### config.mk
export PLATFORM = sky130hd
export DESIGN_NAME = crossing_detect_sequencer
export DESIGN_NICKNAME = d
export VERILOG_FILES = /design/src/rtl/crossing_seq_pkg.sv /design/src/rtl/frame_hysteresis.sv /design/src/rtl/crossing_detect_sequencer.sv
export SDC_FILE = /design/constraint.sdc
export NUM_CORES = 1
export LEC_CHECK = 0
export CORE_ASPECT_RATIO = 0.5
export CORE_MARGIN = 2
export CORE_UTILIZATION = 54
export DETAILED_ROUTE_END_ITERATION = 6
export GPL_TIMING_DRIVEN = 0
export PLACE_DENSITY = 0.84
export SLEW_MARGIN = 5
export SYNTH_ARGS = -nofsm -noshare
export SYNTH_HDL_FRONTEND = slang
export SYNTH_SLANG_ARGS = --single-unit
### constraint.sdc
create_clock -name clk -period 2.95 [get_ports clk]
set_input_delay 0.59 -clock clk [delete_from_list [all_inputs] [get_ports clk]]
set_output_delay 0.59 -clock clk [all_outputs]
set_load 0.02 [all_outputs]
### src/rtl/crossing_seq_pkg.sv
// Shared types for the crossing detector frame sequencer.
package crossing_seq_pkg;

    localparam int CONF_W = 16;

    typedef enum logic [2:0] {
        IDLE        = 3'd0,
        WAIT_SOF    = 3'd1,
        STREAM      = 3'd2,
        WAIT_RESULT = 3'd3,
        RECOVER     = 3'd4
    } seq_state_e;

    // A frame counts toward the crossing flag only when confident enough.
    function automatic logic frame_qualifies(
        input logic              crossing,
        input logic [CONF_W-1:0] conf,
        input logic [CONF_W-1:0] conf_min
    );
        return crossing && (conf >= conf_min);
    endfunction

endpackage

### src/rtl/frame_hysteresis.sv
// N-frame on/off debounce of per-frame detector verdicts into a stable crossing flag.
module frame_hysteresis #(
    parameter int HYST_ON  = 3,
    parameter int HYST_OFF = 2
) (
    input  logic clk,
    input  logic rst_n,
    input  logic eval_strobe,
    input  logic qualify,
    output logic crossing_state,
    output logic crossing_event
);

    localparam int HIT_W  = $clog2(HYST_ON + 1);
    localparam int MISS_W = $clog2(HYST_OFF + 1);
    localparam logic [HIT_W-1:0]  HIT_MAX  = HIT_W'(HYST_ON);
    localparam logic [MISS_W-1:0] MISS_MAX = MISS_W'(HYST_OFF);

    logic [HIT_W-1:0]  hit_cnt_r, hit_cnt_s;
    logic [MISS_W-1:0] miss_cnt_r, miss_cnt_s;
    logic              state_r, state_s;
    logic              event_r, event_s;

    // Saturating run counters and flag update for one evaluated frame.
    always_comb begin
        hit_cnt_s  = hit_cnt_r;
        miss_cnt_s = miss_cnt_r;
        state_s    = state_r;
        event_s    = 1'b0;
        if (eval_strobe) begin
            if (qualify) begin
                hit_cnt_s  = (hit_cnt_r == HIT_MAX) ? HIT_MAX : hit_cnt_r + HIT_W'(1);
                miss_cnt_s = {MISS_W{1'b0}};
            end else begin
                miss_cnt_s = (miss_cnt_r == MISS_MAX) ? MISS_MAX : miss_cnt_r + MISS_W'(1);
                hit_cnt_s  = {HIT_W{1'b0}};
            end
            if ((hit_cnt_s == HIT_MAX) && !state_r) begin
                state_s = 1'b1;
                event_s = 1'b1;
            end else if (miss_cnt_s == MISS_MAX) begin
                state_s = 1'b0;
            end else begin
                state_s = state_r;
            end
        end else begin
            event_s = 1'b0;
        end
    end

    // Hysteresis state registers.
    always_ff @(posedge clk or negedge rst_n) begin
        if (!rst_n) begin
            hit_cnt_r  <= {HIT_W{1'b0}};
            miss_cnt_r <= {MISS_W{1'b0}};
            state_r    <= 1'b0;
            event_r    <= 1'b0;
        end else begin
            hit_cnt_r  <= hit_cnt_s;
            miss_cnt_r <= miss_cnt_s;
            state_r    <= state_s;
            event_r    <= event_s;
        end
    end

    assign crossing_state = state_r;
    assign crossing_event = event_r;

endmodule

### src/rtl/crossing_detect_sequencer.sv
// Frame-aligns the zebra crossing detector, collects per-frame results and
// recovers the detector after aborted frames or missing results.
module crossing_detect_sequencer
    import crossing_seq_pkg::*;
#(
    parameter int IMG_WIDTH      = 640,
    parameter int IMG_HEIGHT     = 480,
    parameter int HYST_ON        = 3,
    parameter int HYST_OFF       = 2,
    parameter int TIMEOUT_CYCLES = 1024
) (
    input  logic              clk,
    input  logic              rst_n,
    input  logic              enable,
    input  logic [CONF_W-1:0] conf_min,
    input  logic              pix_valid_in,
    input  logic              sof,
    output logic              det_pixel_valid,
    output logic              det_rst_n,
    input  logic              det_valid,
    input  logic              det_crossing,
    input  logic [CONF_W-1:0] det_confidence,
    output logic              crossing_state,
    output logic              crossing_event,
    output logic [15:0]       frame_count,
    output logic              timeout_err,
    output logic              abort_err,
    output logic              busy
);

    localparam int PIX_TOTAL = IMG_WIDTH * IMG_HEIGHT;
    localparam int PIX_W     = $clog2(PIX_TOTAL + 1);
    localparam int TMO_W     = $clog2(TIMEOUT_CYCLES);
    localparam logic [PIX_W-1:0] PIX_LAST = PIX_W'(PIX_TOTAL);
    localparam logic [TMO_W-1:0] TMO_LAST = TMO_W'(TIMEOUT_CYCLES - 1);

    seq_state_e        state_r, state_s;
    logic [PIX_W-1:0]  pix_cnt_r, pix_cnt_s, pix_inc_s;
    logic [TMO_W-1:0]  tmo_cnt_r, tmo_cnt_s;
    logic              fwd_s, eval_s, abort_s, timeout_s, qualify_s;
    logic              det_rst_n_r, busy_r, timeout_err_r, abort_err_r;
    logic [15:0]       frame_cnt_r;

    // Next-state, pixel gating and counter updates.
    always_comb begin
        state_s   = state_r;
        pix_cnt_s = pix_cnt_r;
        tmo_cnt_s = tmo_cnt_r;
        fwd_s     = 1'b0;
        eval_s    = 1'b0;
        abort_s   = 1'b0;
        timeout_s = 1'b0;
        pix_inc_s = pix_cnt_r + PIX_W'(1);
        case (state_r)
            IDLE: begin
                pix_cnt_s = {PIX_W{1'b0}};
                tmo_cnt_s = {TMO_W{1'b0}};
                if (enable) begin
                    state_s = WAIT_SOF;
                end else begin
                    state_s = IDLE;
                end
            end
            WAIT_SOF: begin
                if (pix_valid_in && sof) begin
                    fwd_s     = 1'b1;
                    pix_cnt_s = PIX_W'(1);
                    state_s   = STREAM;
                end else if (!enable) begin
                    state_s = IDLE;
                end else begin
                    state_s = WAIT_SOF;
                end
            end
            STREAM: begin
                // A second sof mid-frame means upstream lost sync; drop the frame.
                if (pix_valid_in && sof) begin
                    abort_s = 1'b1;
                    state_s = RECOVER;
                end else if (pix_valid_in) begin
                    fwd_s     = 1'b1;
                    pix_cnt_s = pix_inc_s;
                    if (pix_inc_s == PIX_LAST) begin
                        tmo_cnt_s = {TMO_W{1'b0}};
                        state_s   = WAIT_RESULT;
                    end else begin
                        state_s = STREAM;
                    end
                end else begin
                    state_s = STREAM;
                end
            end
            WAIT_RESULT: begin
                if (det_valid) begin
                    eval_s  = 1'b1;
                    state_s = enable ? WAIT_SOF : IDLE;
                end else if (tmo_cnt_r == TMO_LAST) begin
                    timeout_s = 1'b1;
                    state_s   = RECOVER;
                end else begin
                    tmo_cnt_s = tmo_cnt_r + TMO_W'(1);
                end
            end
            RECOVER: begin
                pix_cnt_s = {PIX_W{1'b0}};
                tmo_cnt_s = {TMO_W{1'b0}};
                state_s   = enable ? WAIT_SOF : IDLE;
            end
            default: begin
                pix_cnt_s = {PIX_W{1'b0}};
                tmo_cnt_s = {TMO_W{1'b0}};
                state_s   = IDLE;
            end
        endcase
    end

    assign qualify_s = frame_qualifies(det_crossing, det_confidence, conf_min);

    // State, counters, detector reset and sticky error registers.
    always_ff @(posedge clk or negedge rst_n) begin
        if (!rst_n) begin
            state_r       <= IDLE;
            pix_cnt_r     <= {PIX_W{1'b0}};
            tmo_cnt_r     <= {TMO_W{1'b0}};
            det_rst_n_r   <= 1'b0;
            busy_r        <= 1'b0;
            frame_cnt_r   <= 16'd0;
            timeout_err_r <= 1'b0;
            abort_err_r   <= 1'b0;
        end else begin
            state_r       <= state_s;
            pix_cnt_r     <= pix_cnt_s;
            tmo_cnt_r     <= tmo_cnt_s;
            // Detector runs only in the streaming states; registered from next state.
            det_rst_n_r   <= (state_s == WAIT_SOF) || (state_s == STREAM) ||
                             (state_s == WAIT_RESULT);
            busy_r        <= (state_s != IDLE);
            frame_cnt_r   <= eval_s ? frame_cnt_r + 16'd1 : frame_cnt_r;
            timeout_err_r <= timeout_err_r | timeout_s;
            abort_err_r   <= abort_err_r | abort_s;
        end
    end

    frame_hysteresis #(
        .HYST_ON  (HYST_ON),
        .HYST_OFF (HYST_OFF)
    ) u_hyst (
        .clk            (clk),
        .rst_n          (rst_n),
        .eval_strobe    (eval_s),
        .qualify        (qualify_s),
        .crossing_state (crossing_state),
        .crossing_event (crossing_event)
    );

    assign det_pixel_valid = fwd_s;
    assign det_rst_n       = det_rst_n_r;
    assign busy            = busy_r;
    assign frame_count     = frame_cnt_r;
    assign timeout_err     = timeout_err_r;
    assign abort_err       = abort_err_r;

endmodule

==> results of run 1 <==
cells in the mapped netlist (7+ instances only):
| cell | count |
|---|---|
| o22ai_1 | 7 |
| nor3_1 | 7 |
| nand4_1 | 15 |
| a21oi_1 | 21 |
| xnor2_1 | 15 |
| nand3_1 | 25 |
| nand2_1 | 47 |
| nor2_1 | 43 |
| nor2b_1 | 7 |
| o31ai_1 | 9 |
| o21ai_0 | 26 |
| clkbuf_1 | 13 |
| ha_1 | 21 |
| dfrtp_1 | 58 |
| inv_1 | 23 |
| and3_1 | 7 |
| a21o_1 | 14 |
| xor2_1 | 10 |
placed cells by master (no fill, tap or decap), types with 6 or more instances in the layout:
cell type,netlist,layout
a31oi_1,6,6
nand2_1,47,47
a21o_1,14,14
clkbuf_1,13,12
a21oi_1,21,21
ha_1,21,20
xor2_1,10,10
nand3b_1,6,6
o31ai_1,9,9
nand4_1,15,15
dfrtp_1,58,55
nor2_1,43,43
clkdlybuf4s50_1,0,60
and3_1,7,7
nand2b_1,6,6
xnor2_1,15,15
nor2b_1,7,7
clkbuf_16,0,9
inv_1,23,23
nor3_1,7,7
nor3b_1,6,6
o22ai_1,7,7
o21ai_0,26,26
nand3_1,25,25
area by class of cell:
| class | count | area (um^2) |
|---|---|---|
| clock buffers | 10 | 229.0 |
| repair buffers | 67 | 675.6 |
| well taps | 92 | 115.1 |
| flip-flops and latches | 58 | 1455 |
| multi-input cells | 345 | 2206 |
| fillers | 504 | 1846 |
| inverters | 23 | 86.33 |
| plain buffers | 19 | 96.34 |
| clock inverters | 6 | 43.79 |
logic make-up after synthesis:
kind of cell / Yosys count / synth area share, %
flops: 58 / 38.06
buf+inv: 43 / 4.823
fa+ha+maj: 21 / 6.890
mux: 3 / 0.8202
xor+xnor: 25 / 5.741
compound gates: 102 / 17.39
simple gates: 194 / 26.28
what timing repair did:
item                                    in CTS  in global routing
setup buffers                                1                  4
endpoints found under the setup margin      11                 13
resized for setup                            2                  8
gates cloned                                 0                  0
pin swaps                                    1                  4
through the flow:
| stage | total power [mW] | setup slack, ns | instance area (um^2) |
|---|---|---|---|
| 6_report | 2.883 | 0.1485 | 4907 |
| 2_1_floorplan | 1.578 | 0.2112 | 3814 |
| 3_5_place_dp | 1.917 | -0.1706 | 4554 |
| 3_3_place_gp | 1.883 | -0.5103 | 4539 |
| 5_1_grt | 3.064 | -0.009441 | 4907 |
| 4_1_cts | 2.872 | 0.01228 | 4846 |
critical path: cells and delay by family, from the launching register on:
| kind | cells | cell delay [ns] |
|---|---|---|
| buffers and inverters | 2 | 0.30 |
| adders and majority gates | 1 | 0.23 |
| and+or+nand+nor | 4 | 0.52 |
| AOI/OAI and AO/OA | 4 | 1.24 |
| DFF | 1 | 0.45 |
where the power goes:
part	internal, mW	total, mW	leakage (nW)	switching (mW)
clock	0.568	0.939	0.132	0.371
combinational	0.399	0.943	1.21	0.544
sequential	0.900	1.00	0.778	0.101
total	1.87	2.88	2.12	1.02
worst paths after layout:
path | endpoint | slack, ns
max | det_rst_n | 0.15
min in group clk | abort_err | 0.46
min reg2reg | abort_err | 0.46
max reg2reg | det_rst_n | 0.15
max in group asynchronous | state_r[0] | 2.10
min | pix_cnt_r[12] | 0.27
flip-flops by register name, summed over array words and instances (netlist names):
name	flops
state_r	3
det_rst_n	1
u_hyst.hit_cnt_r	2
frame_count	16
u_hyst.miss_cnt_r	2
pix_cnt_r	19
busy	1
u_hyst.crossing_state	1
abort_err	1
timeout_err	1
u_hyst.crossing_event	1
tmo_cnt_r	10
metal layers:
layer	up-vias	track usage [%]	part of all wire (%)
met5	-	0	0
met4	0	8.477	1.9
met3	23	7.609	9.6
met2	161	40.47	45
met1	1687	31.50	44
li1	1765	-	-
==> flow_summary.ini, run 1 <==
[layout]
antenna_cells = 0
layoutNonFillerInstCount = 620
drive_gt1_share_pct = 8.712
final_core_utilization_pct = 72.67
finish.net_count = 583
area_growth_syn_to_layout_pct = 28.67

[synth]
number_of_enable_type_register_cells_in_the_synthesized_netlist = 0
syn-mean-instance-area_um2 = 8.551
postSynthRegisterBits = 58
post_synth_inst_count = 446
netlist.top_cell.by_area = dfrtp_1
yosysSeqAreaShare_pct = 38.06
synth_largest_type_area_fraction_pct = 38.06
ys_top_cells_by_area = dfrtp_1, ha_1, nand2_1
synthFlopType = dfrtp_1
synth-warning-count = 0
post_synthesis_cell_type_count = 56
synth_nets = 506
async_reset_ff_share_pct = 100.0
synthesis.area_um2 = 3814

[critical_path]
worstPathMaxFanout = 6
cp-start-kind = register
setup.worst_path.class = reg -> reg
timing.critical_path.slowest_cell_delay_ns = 0.45
worst_setup_path_end_kind = register
arr_time_crit_path_ns = 3.08
critical_path.reg2reg.startpoint = pix_cnt_r[0]
timing.critical_path.cells = ha_2, and4_1, buf_6, a2111o_1, a2111oi_4, o221ai_2, buf_4, nor2_1, nand2_1, o21ai_0, or2_2
crit_slowest_cell = dfrtp_2
timing.reg2reg.worst_path_depth = 11
cp_data_required_time_ns = 3.22
worst_setup_startpoint = pix_cnt_r[0]

[placement]
placer_congestion_estimate = 0.8925
port_buffers = 61
placedCellCount = 600
dp_hpwl_um = 6380

[floorplanning]
floorplan.initialDensity_pct = 56.48
num_rows = 21
die_w_um = 122.8
fp.dieH_um = 63.43
ioPinCount = 62
placeableCoreArea_um2 = 6753
die-area_um2 = 7791

[timing]
period_share_pct = 94.97
worst_slew_margin_pct = 59.54
min_period_ns = 2.801
skew_ns = 0.006924
fin_setup_tns_ns = 0
setup_viol_count_final = 0
achievable-frequency_mhz = 357.0
report.final.slew_viol_count = 0
hold_slack_ns = 0.2665
slew_at_the_pin_closest_to_its_max_slew_limit_ns = 0.6069
timing.final.hold_violations = 0

[power_and_ir_drop]
power.density_cell_area_nw_per_um2 = 587.6
ir_drop_v = 0.0004572
total_leakage_power_nw = 2.122

[routing]
detailed_route_wire_length_um = 9130
dr_total_vias = 3636
drt_pre_antenna_iters = 5
detail_route.iter0.violations = 310
routedWlPerCell_um = 14.73
remaining_drc_errors = 0
drtAntennaViolNets = 0
detail_route.vias_per_cell = 5.865

[clock_tree]
tritoncts_num_sinks = 58
cts_made_buffers = 9
clk_root_buffer_cell = clkbuf_16
tritoncts = built
ctsLongestPathBuffers = 2
clock_pin_slew_reported_for_the_worst_setup_and_hold_paths_after_clock_tree_synthesis_ns = 0.06
cts_hold_buf = 0
cts-htree-levels = 3
clock_latency_ns = 0.33

[run]
drv.max_cap_violation_count = 0

[global_route]
largest_net_degree_at_the_start_of_global_routing = 35
grt_pass1_vias = 3303
initial_antenna_violation_count = 0
global_route_wire_length_before_repair_um = 15180
grt-ovfl-total = 0
grt_use_total_pct = 24.86

[worst_hold_path]
hp-class = in -> async

[run_status]
outcome = complete, no violations
(Power assumes the default switching activity.)
==> run 2: changes to the inputs <==
SLEW_MARGIN = unset   (was 5)
==> results of run 2 <==
Same layout as run 1: the final DEF is identical, and so are final timing and power.
==> run 3: changes to the inputs <==
CORE_UTILIZATION = 58   (was 54)
PLACE_DENSITY = 0.89   (was 0.84)
clock period = 3.5 ns   (was 2.95 ns; I/O delays follow)
==> flow_summary.ini, run 3 (same netlist as run 1, synthesis figures left out) <==
[clock_tree]
ctsLongestPathBuffers = 2
ctsResizeCount = 0
tritoncts_num_sinks = 58
post_cts_buffers = 0
clk_root_buffer_cell = clkbuf_16
clock_pin_slew_reported_for_the_worst_setup_and_hold_paths_after_clock_tree_synthesis_ns = 0.05
cts_hold_buf = 0
clock_latency_ns = 0.33
cts_made_buffers = 9
cts-htree-levels = 3
tritoncts = built

[critical_path]
cp_data_required_time_ns = 3.71
worstPathMaxFanout = 10
arr_time_crit_path_ns = 3.32
cp-start-kind = register
critical_path.reg2reg.startpoint = pix_cnt_r[0]
worst_setup_startpoint = pix_cnt_r[0]
critical_path.endpoint = tmo_cnt_r[4]
cp.depth = 10
worstPathBufferInverterCount = 1
minimum_setup_slack_among_reg_to_reg_paths_ns = 0.39
path_delay_family = compound AO/OA/AOI/OAI gates
crit_slowest_cell = dfrtp_1
timing.critical_path.cells = ha_1, and4_1, buf_6, a2111o_1, a2111oi_2, o221ai_2, nor3_4, o21ai_0, nand2b_2, nor2_1
timing.critical_path.slowest_cell_delay_ns = 0.49
worst_setup_path_end_kind = register
setup.worst_path.class = reg -> reg
timing.reg2reg.worst_path_depth = 10
timing.rr.end = tmo_cnt_r[4]

[layout]
antenna_cells = 0
multi_input_gate_area_in_the_final_layout_um2 = 2178
number_of_flip_flops_under_the_largest_register_name = 19
register_area_um2 = 1451
final.fill_count = 413
finish.net_count = 579
register_with_the_most_flip_flops = pix_cnt_r
area_growth_syn_to_layout_pct = 27.69
final_common_cell = clkdlybuf4s50_1
finalInstanceArea_um2 = 4870
layout.cells.most_common_list = clkdlybuf4s50_1, dfrtp_1, nand2_1
drive_gt1_share_pct = 6.107

[power_and_ir_drop]
power.sequential.fraction_pct = 32.5
netSwitchingFraction_pct = 33.54
ir_drop_v = 0.0004096
p_int_mw = 1.717
power.density_cell_area_nw_per_um2 = 530.5
power.switching_mw = 0.8664
total_leakage_power_nw = 2.111
pwr-share-clk_pct = 36.7
power_frac_comb_pct = 30.7
p_total_mw = 2.583

[floorplanning]
placeableCoreArea_um2 = 6206
die_w_um = 118.7
num_rows = 20
fp.dieH_um = 61.34
die-area_um2 = 7280
ioPinCount = 62
floorplan.initialDensity_pct = 61.45

[timing]
timing.final.hold_violations = 0
setup_viol_count_final = 0
rsz0062_at_grt = false
skew_ns = 0.006807
setup_slack_ns = 0.3920
achievable-frequency_mhz = 321.8
slew_at_the_pin_closest_to_its_max_slew_limit_ns = 0.5968
worst_slew_margin_pct = 59.85
min_period_ns = 3.108
hold_slack_ns = 0.3204
report.final.slew_viol_count = 0
period_share_pct = 88.80

[global_route]
initial_antenna_violation_count = 0
largest_net_degree_at_the_start_of_global_routing = 40
grt_use_total_pct = 28.55
global_route_wire_length_before_repair_um = 15920
grt-ovfl-total = 0
grt_pass1_vias = 3364

[placement]
placer_congestion_estimate = 0.9183
placed_cell_area_um2 = 4549
dp_hpwl_um = 6838
pre_cts_slack_ns = 0.4218
port_buffers = 61

[routing]
remaining_drc_errors = 0
detailed_route_wire_length_um = 9841
dr_total_vias = 3686
drt_pre_antenna_iters = 5
routedWlPerCell_um = 16.08
detail_route.iter0.violations = 235
drtAntennaViolNets = 0
detail_route.vias_per_cell = 6.023

[run]
drv.max_cap_violation_count = 0

[worst_hold_path]
hp-class = in -> async

[run_status]
outcome = complete, no violations
[run 3: worst reg2reg max path: stages, from the launching register on]
cell	delay, ns
dfrtp_1	0.49
ha_1	0.30
and4_1	0.22
buf_6	0.13
a2111o_1	0.41
a2111oi_2	0.40
o221ai_2	0.21
nor3_4	0.41
o21ai_0	0.17
nand2b_2	0.18
nor2_1	0.07
[run 3: area by class of cell]
type                       count  share of cell area (%)
multi-input combinational    345                   44.73
tap                           88                   2.261
clock inverter                 5                   1.593
buffer                        20                   2.004
timing repair buffer          62                   12.85
inverter                      23                   1.773
clock buffer                  11                   4.985
sequential                    58                   29.80
[run 3: worst min path at each step]
stage | startpoint | endpoint | slack [ns]
3_5_place_dp | abort_err | abort_err | 0.45
2_1_floorplan | rst_n | abort_err | 0.40
3_3_place_gp | abort_err | abort_err | 0.44
6_report | rst_n | tmo_cnt_r[9] | 0.32
5_1_grt | rst_n | tmo_cnt_r[5] | 0.37
4_1_cts | rst_n | tmo_cnt_r[9] | 0.34
[run 3: metrics by stage]
step	utilization (%)	TNS, ns	cells
6_report	78.47	0	612
5_1_grt	78.47	0	612
4_1_cts	78.47	0	612
3_5_place_dp	73.31	0	596
3_3_place_gp	73.06	-3.871	595
2_1_floorplan	-	0	446
[run 3: layer usage]
metal	wire [um]	part of all wire, %	global-route usage [%]	vias up
li1	-	-	-	1759
met3	689	7.0	8.796	26
met4	223	2.3	11.90	0
met1	4261	43	34.06	1757
met2	4667	47	50.16	144
met5	0	0	0	-
[run 3: power by group through the flow]
| stage | sequential, mW | combinational (mW) | clock (mW) |
|---|---|---|---|
| finish | 0.840 | 0.794 | 0.949 |
| global route | 0.852 | 0.863 | 0.986 |
| CTS | 0.838 | 0.783 | 0.958 |
| detailed placement | 0.845 | 0.761 | 0 |
| global placement | 0.840 | 0.744 | 0 |
| floorplan | 0.871 | 0.459 | 0 |
